## config.mk

```make
export PLATFORM = sky130hd
export DESIGN_NAME = const_to_note
export DESIGN_NICKNAME = d
export VERILOG_FILES = /design/src/rtl/synth_pitch_pkg.sv /design/src/rtl/bound_cmp.sv /design/src/rtl/const_to_note.sv
export SDC_FILE = /design/constraint.sdc
export NUM_CORES = 1
export LEC_CHECK = 0
export CAP_MARGIN = 20
export CORE_MARGIN = 2
export CORE_UTILIZATION = 50
export CTS_BUF_LIST = sky130_fd_sc_hd__clkbuf_2 sky130_fd_sc_hd__clkbuf_4 sky130_fd_sc_hd__clkbuf_8
export CTS_CLUSTER_SIZE = 12
export DETAILED_ROUTE_END_ITERATION = 8
export GPL_ROUTABILITY_DRIVEN = 1
export GPL_TIMING_DRIVEN = 0
export HOLD_SLACK_MARGIN = 0.15
export PLACE_DENSITY = 0.85
export SETUP_SLACK_MARGIN = 0.5
export SLEW_MARGIN = 20
export SYNTH_ARGS = -nofsm -noshare
export SYNTH_HDL_FRONTEND = slang
export SYNTH_SLANG_ARGS = --single-unit
```

## constraint.sdc

```tcl
create_clock -name clk -period 4.1 [get_ports clk]
set_input_delay 0.82 -clock clk [delete_from_list [all_inputs] [get_ports clk]]
set_output_delay 0.82 -clock clk [all_outputs]
set_load 0.02 [all_outputs]
```

## src/rtl/synth_pitch_pkg.sv

```systemverilog
// rtl/synth_pitch_pkg.sv - shared tables, constants and state type for the constant->note inverse map
//
// Contents:
//   CW, NW       widths of the oscillator constant and of the note index
//   NOTE_MAX     highest note index (12 octaves x 12 semitones - 1)
//   WIN_LO       lower edge of the octave-0 mantissa window (also BOUND[0])
//   WIN_HI       upper edge of the mantissa window, 2*WIN_LO
//   OVER_TH      WIN_LO<<12, first constant above the note-143 window
//   semi_val()   SEMI_TBL: nominal octave-0 constant of each semitone
//   bound_val()  BOUND: geometric midpoints between neighbouring semitones
//   state_t      FSM state encoding
package synth_pitch_pkg;

    localparam int CW = 24;
    localparam int NW = 8;

    localparam logic [NW-1:0] NOTE_MAX = 8'd143;
    localparam logic [12:0]   WIN_LO   = 13'd2534;
    localparam logic [12:0]   WIN_HI   = 13'd5068;
    localparam logic [CW-1:0] OVER_TH  = 24'd10379264;

    typedef enum logic [1:0] {
        ST_IDLE = 2'd0,
        ST_OCT  = 2'd1,
        ST_SEMI = 2'd2,
        ST_DONE = 2'd3
    } state_t;

    function automatic logic [12:0] semi_val(input logic [3:0] idx);
        logic [12:0] v;
        case (idx)
            4'd0:    v = 13'd2608;
            4'd1:    v = 13'd2763;
            4'd2:    v = 13'd2927;
            4'd3:    v = 13'd3101;
            4'd4:    v = 13'd3286;
            4'd5:    v = 13'd3481;
            4'd6:    v = 13'd3688;
            4'd7:    v = 13'd3908;
            4'd8:    v = 13'd4140;
            4'd9:    v = 13'd4386;
            4'd10:   v = 13'd4647;
            4'd11:   v = 13'd4923;
            default: v = 13'd0;
        endcase
        return v;
    endfunction

    function automatic logic [12:0] bound_val(input logic [3:0] idx);
        logic [12:0] v;
        case (idx)
            4'd0:    v = WIN_LO;
            4'd1:    v = 13'd2684;
            4'd2:    v = 13'd2844;
            4'd3:    v = 13'd3013;
            4'd4:    v = 13'd3192;
            4'd5:    v = 13'd3382;
            4'd6:    v = 13'd3583;
            4'd7:    v = 13'd3796;
            4'd8:    v = 13'd4022;
            4'd9:    v = 13'd4261;
            4'd10:   v = 13'd4515;
            4'd11:   v = 13'd4783;
            default: v = 13'd0;
        endcase
        return v;
    endfunction

endpackage

```

## src/rtl/bound_cmp.sv

```systemverilog
// rtl/bound_cmp.sv - unsigned compare of a constant against a shifted threshold
//
// Ports:
//   k_i      in  24  constant under test
//   base_i   in  13  unshifted threshold (WIN_LO or a semitone bound)
//   shift_i  in  4   left shift applied to base_i (octave)
//   ge_o     out 1   k_i >= (base_i << shift_i)
module bound_cmp
    import synth_pitch_pkg::*;
(
    input  logic [CW-1:0] k_i,
    input  logic [12:0]   base_i,
    input  logic [3:0]    shift_i,
    output logic          ge_o
);

    // One bit of headroom so a shifted threshold never wraps into a small value.
    logic [CW:0] shifted;

    assign shifted = {12'd0, base_i} << shift_i;
    assign ge_o    = {1'b0, k_i} >= shifted;

endmodule

```

## src/rtl/const_to_note.sv

```systemverilog
// rtl/const_to_note.sv - nearest note index for a 24-bit oscillator phase-increment constant
//
// Build option: FINE_CENTS_EN - when defined, resid carries the signed mantissa
// residual (k>>o) - SEMI_TBL[s]; otherwise resid is tied to zero.
//
// Ports:
//   clk        in  1   system clock
//   reset      in  1   synchronous active-high reset
//   in_valid   in  1   constant request valid
//   in_ready   out 1   idle; request taken when in_valid & in_ready
//   constant   in  24  phase-increment constant, sampled on accept
//   out_valid  out 1   result valid, held until out_ready
//   out_ready  in  1   consumer accepts result
//   note       out 8   nearest note index 0..NOTE_MAX
//   under      out 1   constant below note-0 window (note forced 0)
//   over       out 1   constant above note-143 window (note forced NOTE_MAX)
//   resid      out 16  signed mantissa residual
module const_to_note
    import synth_pitch_pkg::*;
(
    input  logic          clk,
    input  logic          reset,
    input  logic          in_valid,
    output logic          in_ready,
    input  logic [CW-1:0] constant,
    output logic          out_valid,
    input  logic          out_ready,
    output logic [NW-1:0] note,
    output logic          under,
    output logic          over,
    output logic [15:0]   resid
);

    state_t        state_q, state_d;
    logic [3:0]    step_q, step_d;
    logic [CW-1:0] k_q, k_d;
    logic [3:0]    o_q, o_d;
    logic [3:0]    s_q, s_d;
    logic [NW-1:0] note_q, note_d;
    logic          under_q, under_d;
    logic          over_q, over_d;
    logic          out_valid_q, out_valid_d;

    logic [12:0]   cmp_base;
    logic [3:0]    cmp_shift;
    logic          cmp_ge;
    logic          under_w;
    logic          over_w;
    logic [NW-1:0] note_w;

    // Single comparator time-shared between the octave and semitone searches.
    always_comb begin
        cmp_base  = WIN_LO;
        cmp_shift = step_q;
        if (state_q == ST_SEMI) begin
            cmp_base  = bound_val(step_q);
            cmp_shift = o_q;
        end
    end

    bound_cmp u_bound_cmp (
        .k_i     (k_q),
        .base_i  (cmp_base),
        .shift_i (cmp_shift),
        .ge_o    (cmp_ge)
    );

    assign under_w = k_q < {11'd0, WIN_LO};
    assign over_w  = k_q >= OVER_TH;
    // 12*o + s as shift-and-add: 8*o + 4*o + s.
    assign note_w  = {1'b0, o_q, 3'b000} + {2'b00, o_q, 2'b00} + {4'b0000, s_q};

`ifdef FINE_CENTS_EN
    logic [15:0]   resid_q, resid_d;
    logic [CW-1:0] mant_w;

    assign mant_w = k_q >> o_q;
`endif

    always_comb begin
        state_d     = state_q;
        step_d      = step_q;
        k_d         = k_q;
        o_d         = o_q;
        s_d         = s_q;
        note_d      = note_q;
        under_d     = under_q;
        over_d      = over_q;
        out_valid_d = out_valid_q;
`ifdef FINE_CENTS_EN
        resid_d     = resid_q;
`endif
        case (state_q)
            ST_IDLE: begin
                if (in_valid) begin
                    k_d     = constant;
                    o_d     = 4'd0;
                    s_d     = 4'd0;
                    step_d  = 4'd0;
                    note_d  = '0;
                    under_d = 1'b0;
                    over_d  = 1'b0;
`ifdef FINE_CENTS_EN
                    resid_d = '0;
`endif
                    state_d = ST_OCT;
                end
            end
            ST_OCT: begin
                // Thresholds rise with i, so the last hit is the octave.
                if (cmp_ge) begin
                    o_d = step_q;
                end
                if (step_q == 4'd11) begin
                    step_d  = 4'd1;
                    state_d = ST_SEMI;
                end else begin
                    step_d = step_q + 4'd1;
                end
            end
            ST_SEMI: begin
                if (cmp_ge) begin
                    s_d = step_q;
                end
                if (step_q == 4'd11) begin
                    state_d = ST_DONE;
                end else begin
                    step_d = step_q + 4'd1;
                end
            end
            ST_DONE: begin
                // First DONE cycle registers the result; later cycles wait for the consumer.
                if (!out_valid_q) begin
                    under_d     = under_w;
                    over_d      = over_w;
                    out_valid_d = 1'b1;
                    if (under_w) begin
                        note_d = '0;
                        s_d    = 4'd0;
                    end else if (over_w) begin
                        note_d = NOTE_MAX;
                    end else begin
                        note_d = note_w;
                    end
`ifdef FINE_CENTS_EN
                    if (under_w || over_w) begin
                        resid_d = '0;
                    end else begin
                        resid_d = 16'(mant_w - {11'd0, semi_val(s_q)});
                    end
`endif
                end else if (out_ready) begin
                    out_valid_d = 1'b0;
                    state_d     = ST_IDLE;
                end
            end
            default: begin
                state_d = ST_IDLE;
            end
        endcase
    end

    always_ff @(posedge clk) begin
        if (reset) begin
            state_q     <= ST_IDLE;
            step_q      <= 4'd0;
            k_q         <= '0;
            o_q         <= 4'd0;
            s_q         <= 4'd0;
            note_q      <= '0;
            under_q     <= 1'b0;
            over_q      <= 1'b0;
            out_valid_q <= 1'b0;
`ifdef FINE_CENTS_EN
            resid_q     <= '0;
`endif
        end else begin
            state_q     <= state_d;
            step_q      <= step_d;
            k_q         <= k_d;
            o_q         <= o_d;
            s_q         <= s_d;
            note_q      <= note_d;
            under_q     <= under_d;
            over_q      <= over_d;
            out_valid_q <= out_valid_d;
`ifdef FINE_CENTS_EN
            resid_q     <= resid_d;
`endif
        end
    end

    assign in_ready  = (state_q == ST_IDLE);
    assign out_valid = out_valid_q;
    assign note      = note_q;
    assign under     = under_q;
    assign over      = over_q;
`ifdef FINE_CENTS_EN
    assign resid     = resid_q;
`else
    assign resid     = '0;
`endif

endmodule

```

==> tab_implementation.tex, run 1 <==
\begin{tabular}{lr}
\hline
Metric & Value \\
\hline
\multicolumn{2}{l}{\textbf{Die}} \\
\quad I/O pins & 56 \\
\quad Die extent in x & approximately 97 µm \\
\quad Number of standard-cell rows in the floorplan & 33 \\
\quad Die boundary height & slightly below 100 µm \\
\quad Effective utilization at floorplan & roughly 52\% \\
\quad Floorplan die area & 0.00942 mm² \\
\quad Placeable core region & 0.00830 mm² \\
\multicolumn{2}{l}{\textbf{Yosys}} \\
\quad Mean instance size in the synthesized netlist & 7.89 µm² \\
\quad \#FFs+latches synth & 62 \\
\quad Number of enable-type register cells in the synthesized netlist & 0 \\
\quad Netlist area before placement & 0.00433 mm² \\
\quad Yosys warning count & 0 \\
\quad Async S/R FF share, synth & 0\% \\
\quad Main synth FF type & sky130\_fd\_sc\_hd\_\_dfxtp\_1 \\
\quad Count of cell types in the netlist & 51 \\
\quad Sequential element share of the synthesized area & 28.7\% \\
\quad Gate count of the mapped netlist & approximately 550 \\
\multicolumn{2}{l}{\textbf{Global routing}} \\
\quad Remaining global-route overflow & 0 \\
\quad Via count of the first global-routing pass & roughly 4200 \\
\quad Global-route wire length before repair & 19700 µm \\
\quad Global Route Usage Sum & between 20\% and 30\% \\
\quad Number of antenna violations at the first check in global routing & 0 \\
\quad Largest net degree at the start of global routing & 12 \\
\multicolumn{2}{l}{\textbf{Hold path}} \\
\quad Class of the tightest hold or removal check & flip-flop to flip-flop \\
\multicolumn{2}{l}{\textbf{Power}} \\
\quad Pwr/cell area & approximately 460 mW/mm² \\
\quad Worst vdd rail ir drop & between 200 and 250 µV \\
\quad Leakage dissipation & 2.22 nW \\
\multicolumn{2}{l}{\textbf{Clock network}} \\
\quad Number of buffers inserted for hold repair after clock tree synthesis & 0 \\
\quad Cell chosen for the clock root & sky130\_fd\_sc\_hd\_\_clkbuf\_8 \\
\quad Clock tree from TritonCTS & built \\
\quad H-tree levels & 3 \\
\quad Clock slew at the register clock pins of the worst setup and hold paths & 0.08 ns \\
\quad Number of clock buffers inserted by TritonCTS & 9 \\
\quad Clock latency on the worst-skew pair & around 0.36 ns \\
\quad Max clock buf depth & 2 \\
\quad Number of sinks driven by the clock tree & 62 \\
\multicolumn{2}{l}{\textbf{STA}} \\
\quad Unrepaired setup endpoints after global routing & true \\
\quad Number of hold violations in the final report & 0 \\
\quad Period utilization & around nine tenths \\
\quad Final min period & about 3.7 ns \\
\quad Number of setup violations in the final report & 0 \\
\quad Maximum operating frequency & approximately 0.27 GHz \\
\quad Final clock skew & approximately 0.014 ns \\
\quad Fin. max-slew vios & 0 \\
\quad Relative max-transition margin & between 50\% and 60\% \\
\quad Worst Tran Pin Value & 0.603 ns \\
\quad Final worst hold slack & roughly 0.46 ns \\
\multicolumn{2}{l}{\textbf{Routing}} \\
\quad Final WL & between 10000 and 15000 µm \\
\quad Initial DRT Pass Iterations & 6 \\
\quad Detailed router's first-iteration violation count & between 500 and 600 \\
\quad Routed WL per cell & 17.9 µm \\
\quad Antenna Violating Nets Remaining & 0 \\
\quad Number of vias per cell & between 6 and 7 \\
\quad DRC violation count after routing & 0 \\
\quad Vias & $\sim$4500 \\
\multicolumn{2}{l}{\textbf{Final layout}} \\
\quad Area growth from synthesis to layout & 31.1\% \\
\quad Fillcell total & a little over 600 \\
\quad Final antenna diode count & 0 \\
\quad Fin nets & 698 \\
\quad Leading cell types in the layout, fill and taps excluded & 94 x sky130\_fd\_sc\_hd\_\_nand2\_1, 58 x sky130\_fd\_sc\_hd\_\_dfxtp\_1, 55 x sky130\_fd\_sc\_hd\_\_a21oi\_1 \\
\quad Layout cells sized above 1 & between 20\% and 30\% \\
\quad Post-route cell area & about 0.0057 mm² \\
\quad Most common cell after layout, fill and taps aside & sky130\_fd\_sc\_hd\_\_nand2\_1 \\
\multicolumn{2}{l}{\textbf{Outcome}} \\
\quad Status & finished clean \\
\multicolumn{2}{l}{\textbf{Place}} \\
\quad Input/output buffers & 38 \\
\quad Placed Instance Area & between 0.004 and 0.005 mm² \\
\quad Placed wire-length estimate after detailed placement & 8870 µm \\
\quad Final RePlAce weighted congestion & about 0.94 \\
\multicolumn{2}{l}{\textbf{Setup path}} \\
\quad Path type of the worst setup path & flip-flop to flip-flop \\
\quad Data arrival, critical path & 4.00 ns \\
\quad Endpoint kind of the worst setup timing path & flip-flop \\
\quad Launching element type of the critical path & flip-flop \\
\quad Largest driver fanout on the critical path & 10 \\
\quad Flop2flop setup slack & about 0.37 ns \\
\quad Data required time of the critical path & 4.37 ns \\
\multicolumn{2}{l}{\textbf{Run}} \\
\quad Max\_cap viols & 0 \\
\hline
\end{tabular}
logic make-up after synthesis:
kind of cell | after synthesis | synth area share, %
AND/OR/NAND/NOR | 181 | 19.2
AO/OA/AOI/OAI | 160 | 22.8
flip-flops | 62 | 28.7
buffers and inverters | 62 | 6.96
adder cells (fa/ha/maj) | 45 | 13.3
multiplexers | 36 | 8.61
XOR/XNOR | 2 | 0.404
other | 1 | 0.0866
per-layer routing:
metal | routed length [µm] | GRT usage [%] | up-vias
li1 | - | - | 2085
met1 | 5170 | 30.7 | 2086
met2 | 6270 | 41.1 | 245
met3 | 1010 | 5.97 | 79
met4 | 682 | 14.0 | 0
met5 | 0 | 0 | -
worst max-delay path: stages, from the launching register on:
cell                       delay [ns]
sky130_fd_sc_hd__dfxtp_4         0.38
sky130_fd_sc_hd__inv_4           0.05
sky130_fd_sc_hd__ha_4            0.19
sky130_fd_sc_hd__buf_12          0.16
sky130_fd_sc_hd__buf_8           0.15
sky130_fd_sc_hd__a21oi_2         0.25
sky130_fd_sc_hd__mux2i_1         0.16
sky130_fd_sc_hd__o22ai_1         0.32
sky130_fd_sc_hd__mux2i_1         0.15
sky130_fd_sc_hd__ha_1            0.32
sky130_fd_sc_hd__nand4_1         0.18
sky130_fd_sc_hd__o221ai_2        0.21
sky130_fd_sc_hd__a31oi_1         0.11
sky130_fd_sc_hd__o211ai_1        0.29
sky130_fd_sc_hd__o21ai_4         0.16
sky130_fd_sc_hd__or3b_4          0.45
sky130_fd_sc_hd__o32ai_2         0.11
path summary, 6_finish.rpt:
check / to / depth (start not counted) / start
max: o_q[1] / 16 / state_q[0]
min: note[1] / 2 / note[1]
min reg2reg: note[1] / 2 / note[1]
max reg2reg: o_q[1] / 16 / state_q[0]
stage by stage:
step	std cells	setup TNS, ns	worst slack [ns]	total power, mW	utilization (%)
3_3_place_gp	707	-0.0681	-0.0198	1.69	59.0
4_1_cts	723	0	0.503	2.42	63.9
5_1_grt	735	0	0.292	2.78	68.4
3_5_place_dp	707	-0.489	-0.0834	1.73	59.0
2_1_floorplan	564	0	0.544	1.46	-
6_report	735	0	0.372	2.64	68.4
cell usage after synthesis (3+ instances only):
cell type	number	area, µm²
sky130_fd_sc_hd__mux2_2	10	113
sky130_fd_sc_hd__buf_4	17	128
sky130_fd_sc_hd__ha_1	43	538
sky130_fd_sc_hd__nor2b_1	7	43.8
sky130_fd_sc_hd__a21oi_1	71	355
sky130_fd_sc_hd__buf_2	4	20.0
sky130_fd_sc_hd__a21o_1	5	37.5
sky130_fd_sc_hd__nor3_1	4	20.0
sky130_fd_sc_hd__o31a_1	3	26.3
sky130_fd_sc_hd__nand3b_1	7	52.6
sky130_fd_sc_hd__o22ai_1	10	62.6
sky130_fd_sc_hd__nand4_1	6	37.5
sky130_fd_sc_hd__o21ai_0	23	115
sky130_fd_sc_hd__o32ai_1	3	26.3
sky130_fd_sc_hd__clkbuf_1	17	63.8
sky130_fd_sc_hd__nand2b_1	7	43.8
sky130_fd_sc_hd__mux2i_1	26	260
sky130_fd_sc_hd__nor2_1	27	101
sky130_fd_sc_hd__a211oi_1	6	45.0
sky130_fd_sc_hd__nand2_1	94	353
sky130_fd_sc_hd__a31oi_1	5	31.3
sky130_fd_sc_hd__dfxtp_1	62	1240
sky130_fd_sc_hd__a22oi_1	13	97.6
sky130_fd_sc_hd__nor4_1	8	50.1
sky130_fd_sc_hd__and2_1	4	25.0
sky130_fd_sc_hd__a2bb2oi_1	4	35.0
sky130_fd_sc_hd__inv_1	20	75.1
sky130_fd_sc_hd__nand3_1	11	55.1
sky130_fd_sc_hd__buf_1	4	15.0
power by group:
| group | total (mW) | internal (mW) | switching (mW) |
|---|---|---|---|
| registers | 0.766 | 0.678 | 0.0874 |
| logic | 1.25 | 0.498 | 0.748 |
| clock network | 0.627 | 0.375 | 0.252 |
| total | 2.64 | 1.55 | 1.09 |
timing repair:
item / 4_1_cts / 5_1_grt
gates resized for setup: 51 / 63
cloned: 0 / 2
setup endpoints to repair: 8 / 8
buffers inserted: 0 / 10
pin swaps: 7 / 14
final cells by class:
class                           instances  area [µm²]  share of cell area, %
Multi-Input combinational cell        441        3190                   56.2
Sequential cell                        62        1250                   22.0
Inverter                               20        77.6                   1.37
Timing Repair Buffer                   49         493                   8.68
Clock inverter                          5        81.3                   1.43
Buffer                                 42         303                   5.33
Tap cell                              105         131                   2.31
Clock buffer                           11         151                   2.67
No activity file was read; power rests on OpenSTA's default activity.
==> inputs of run 2 (changes only) <==
Settings changed: CORE_MARGIN 2 to 8, CTS_CLUSTER_DIAMETER set to 120.
==> tab_implementation.tex, run 2 (synthesized netlist as in run 1, its figures left out) <==
\begin{tabular}{lr}
\hline
Metric & Value \\
\hline
\multicolumn{2}{l}{\textbf{Power}} \\
\quad Worst vdd rail ir drop & 185 µV (-9.6\%) \\
\quad Pwr/cell area & 455 mW/mm² (-2.1\%) \\
\quad Leakage dissipation & 2.21 nW (-0.56\%) \\
\quad Total power of the final layout & 2.56 mW (-3.1\%) \\
\multicolumn{2}{l}{\textbf{Final layout}} \\
\quad Fillcell total & 668 (+8.8\%) \\
\quad Number of standard cells in the final layout excluding fillers & 736 (+0.14\%) \\
\quad Post-route cell area & 0.00562 mm² (-1.0\%) \\
\quad FF/Latch Area & 0.00125 mm² (+0.10\%) \\
\quad Area taken by multi-input logic gates & 0.00315 mm² (-1.3\%) \\
\quad Most common cell after layout, fill and taps aside & sky130\_fd\_sc\_hd\_\_nand2\_1 \\
\quad Fin nets & 697 (-0.14\%) \\
\quad Final antenna diode count & 0 (unchanged) \\
\quad Area growth from synthesis to layout & 29.7\% \\
\quad Leading cell types in the layout, fill and taps excluded & 93 x sky130\_fd\_sc\_hd\_\_nand2\_1, 57 x sky130\_fd\_sc\_hd\_\_a21oi\_1, 57 x sky130\_fd\_sc\_hd\_\_dfxtp\_1 \\
\quad Layout cells sized above 1 & 19.6\% (-0.57 points) \\
\multicolumn{2}{l}{\textbf{Place}} \\
\quad Cell count after placement & 710 (+0.42\%) \\
\quad Placed Instance Area & 0.00490 mm² (about the same) \\
\quad Placed wire-length estimate after detailed placement & 9110 µm (+2.7\%) \\
\quad Input/output buffers & 38 (unchanged) \\
\quad Final RePlAce weighted congestion & 0.958 (+2.2\%) \\
\multicolumn{2}{l}{\textbf{Setup path}} \\
\quad Data required time of the critical path & 4.37 ns (about the same) \\
\quad Data arrival, critical path & 3.97 ns (-0.03 ns) \\
\quad Endpoint kind of the worst setup timing path & flip-flop \\
\quad Flop2flop setup slack & 0.40 ns (+0.03 ns) \\
\quad Path type of the worst setup path & flip-flop to flip-flop \\
\quad Largest driver fanout on the critical path & 8 (-2) \\
\quad Launching element type of the critical path & flip-flop \\
\multicolumn{2}{l}{\textbf{Routing}} \\
\quad DRC violation count after routing & 0 (unchanged) \\
\quad Initial DRT Pass Iterations & 7 (+1) \\
\quad Final WL & 12900 µm (-1.6\%) \\
\quad Number of vias per cell & 6.01 (-1.6\%) \\
\quad Antenna Violating Nets Remaining & 0 (unchanged) \\
\quad Vias & 4427 (-1.5\%) \\
\quad Detailed router's first-iteration violation count & 395 (-22\%) \\
\quad Routed WL per cell & 17.6 µm (-1.7\%) \\
\multicolumn{2}{l}{\textbf{STA}} \\
\quad Worst Tran Pin Value & 0.617 ns (+0.0139 ns) \\
\quad Period utilization & 90.1\% (-0.79 points) \\
\quad Final clock skew & 0.0112 ns (-0.00311 ns) \\
\quad Final min period & 3.70 ns (-0.0323 ns) \\
\quad Sum Neg Setup Slack & 0 ns (unchanged) \\
\quad Fin. max-slew vios & 0 (unchanged) \\
\quad Unrepaired setup endpoints after global routing & true \\
\quad Final worst hold slack & 0.455 ns (-0.00365 ns) \\
\quad Relative max-transition margin & 58.9\% (-0.93 points) \\
\quad Number of setup violations in the final report & 0 (unchanged) \\
\quad Number of hold violations in the final report & 0 (unchanged) \\
\quad Maximum operating frequency & 0.271 GHz (+0.87\%) \\
\multicolumn{2}{l}{\textbf{Clock network}} \\
\quad Clock latency on the worst-skew pair & 0.35 ns (about the same) \\
\quad Number of sinks driven by the clock tree & 62 (unchanged) \\
\quad Number of clock buffers inserted by TritonCTS & 9 (unchanged) \\
\quad H-tree levels & 3 (unchanged) \\
\quad Clock slew at the register clock pins of the worst setup and hold paths & 0.07 ns (about the same) \\
\quad Max clock buf depth & 2 (unchanged) \\
\quad Cell chosen for the clock root & sky130\_fd\_sc\_hd\_\_clkbuf\_8 \\
\quad Number of buffers inserted for hold repair after clock tree synthesis & 0 (unchanged) \\
\quad Clock tree from TritonCTS & built \\
\multicolumn{2}{l}{\textbf{Die}} \\
\quad Number of standard-cell rows in the floorplan & 34 (+3.0\%) \\
\quad Die extent in x & 109 µm (+12\%) \\
\quad Die boundary height & 109 µm (+12\%) \\
\quad Placeable core region & 0.00855 mm² (+3.0\%) \\
\quad I/O pins & 56 (unchanged) \\
\quad Effective utilization at floorplan & 50.7\% (-1.5 points) \\
\quad Floorplan die area & 0.0119 mm² (+26\%) \\
\multicolumn{2}{l}{\textbf{Global routing}} \\
\quad Global Route Usage Sum & 20.6\% (-4.7 points) \\
\quad Number of antenna violations at the first check in global routing & 0 (unchanged) \\
\quad Global-route wire length before repair & 19600 µm (-0.35\%) \\
\quad Remaining global-route overflow & 0 (unchanged) \\
\quad Largest net degree at the start of global routing & 12 (unchanged) \\
\quad Via count of the first global-routing pass & 4130 (-0.82\%) \\
\multicolumn{2}{l}{\textbf{Outcome}} \\
\quad Status & finished clean \\
\multicolumn{2}{l}{\textbf{Hold path}} \\
\quad Class of the tightest hold or removal check & flip-flop to flip-flop \\
\multicolumn{2}{l}{\textbf{Run}} \\
\quad Max\_cap viols & 0 (unchanged) \\
\hline
\end{tabular}
## run 2: final cells by class
type | instances | share of cell area, %
well taps | 108 | 2.40
clock inverters | 3 | 1.22
plain buffers | 42 | 5.41
flip-flops and latches | 62 | 22.2
inverters | 20 | 1.38
multi-input cells | 441 | 56.1
clock buffers | 12 | 2.72
repair buffers | 48 | 8.55
## run 2: repair_timing
item	4_1_cts	5_1_grt
gates cloned	1	1
setup endpoints to repair	8	8
pin swaps	10	15
resized for setup	59	50
buffers inserted	6	3
## run 2: layer usage
layer / GRT usage (%) / part of all wire [%] / vias up / wire length, µm
li1: - / - / 2090 / -
met1: 24.0 / 40 / 2064 / 5170
met2: 35.1 / 48 / 223 / 6220
met3: 4.14 / 7.9 / 50 / 1030
met4: 10.2 / 3.9 / 0 / 505
met5: 0 / 0 / - / 0
## run 2: power breakdown
part | switching [mW] | internal, mW
clock | 0.248 | 0.371
sequential | 0.0885 | 0.679
combinational | 0.705 | 0.467
## run 2: critical path: stages, from the launching register on
cell and delay [ns]:
sky130_fd_sc_hd__dfxtp_4 0.36, sky130_fd_sc_hd__inv_4 0.06, sky130_fd_sc_hd__ha_4 0.20, sky130_fd_sc_hd__mux2_4 0.36, sky130_fd_sc_hd__buf_8 0.15, sky130_fd_sc_hd__a21oi_2 0.13
sky130_fd_sc_hd__a31oi_2 0.08, sky130_fd_sc_hd__mux2i_2 0.25, sky130_fd_sc_hd__a22oi_1 0.13, sky130_fd_sc_hd__ha_1 0.35, sky130_fd_sc_hd__a21oi_2 0.19, sky130_fd_sc_hd__o221ai_2 0.13
sky130_fd_sc_hd__a31oi_1 0.18, sky130_fd_sc_hd__o211ai_1 0.19, sky130_fd_sc_hd__o21ai_4 0.32, sky130_fd_sc_hd__mux2_2 0.38, sky130_fd_sc_hd__a21oi_1 0.14
## run 2: worst paths after layout
kind	start	to	cells past startpoint
max	state_q[0]	s_q[1]	16
min reg2reg	note[2]	note[2]	2
max reg2reg	state_q[0]	s_q[1]	16
min	note[2]	note[2]	2
## run 2: per-stage QoR
stage	utilization [%]	setup slack, ns
floorplan	-	0.544
global placement	57.3	-0.0284
detailed placement	57.3	-0.150
CTS	63.0	0.509
global route	65.7	0.344
finish	65.7	0.404
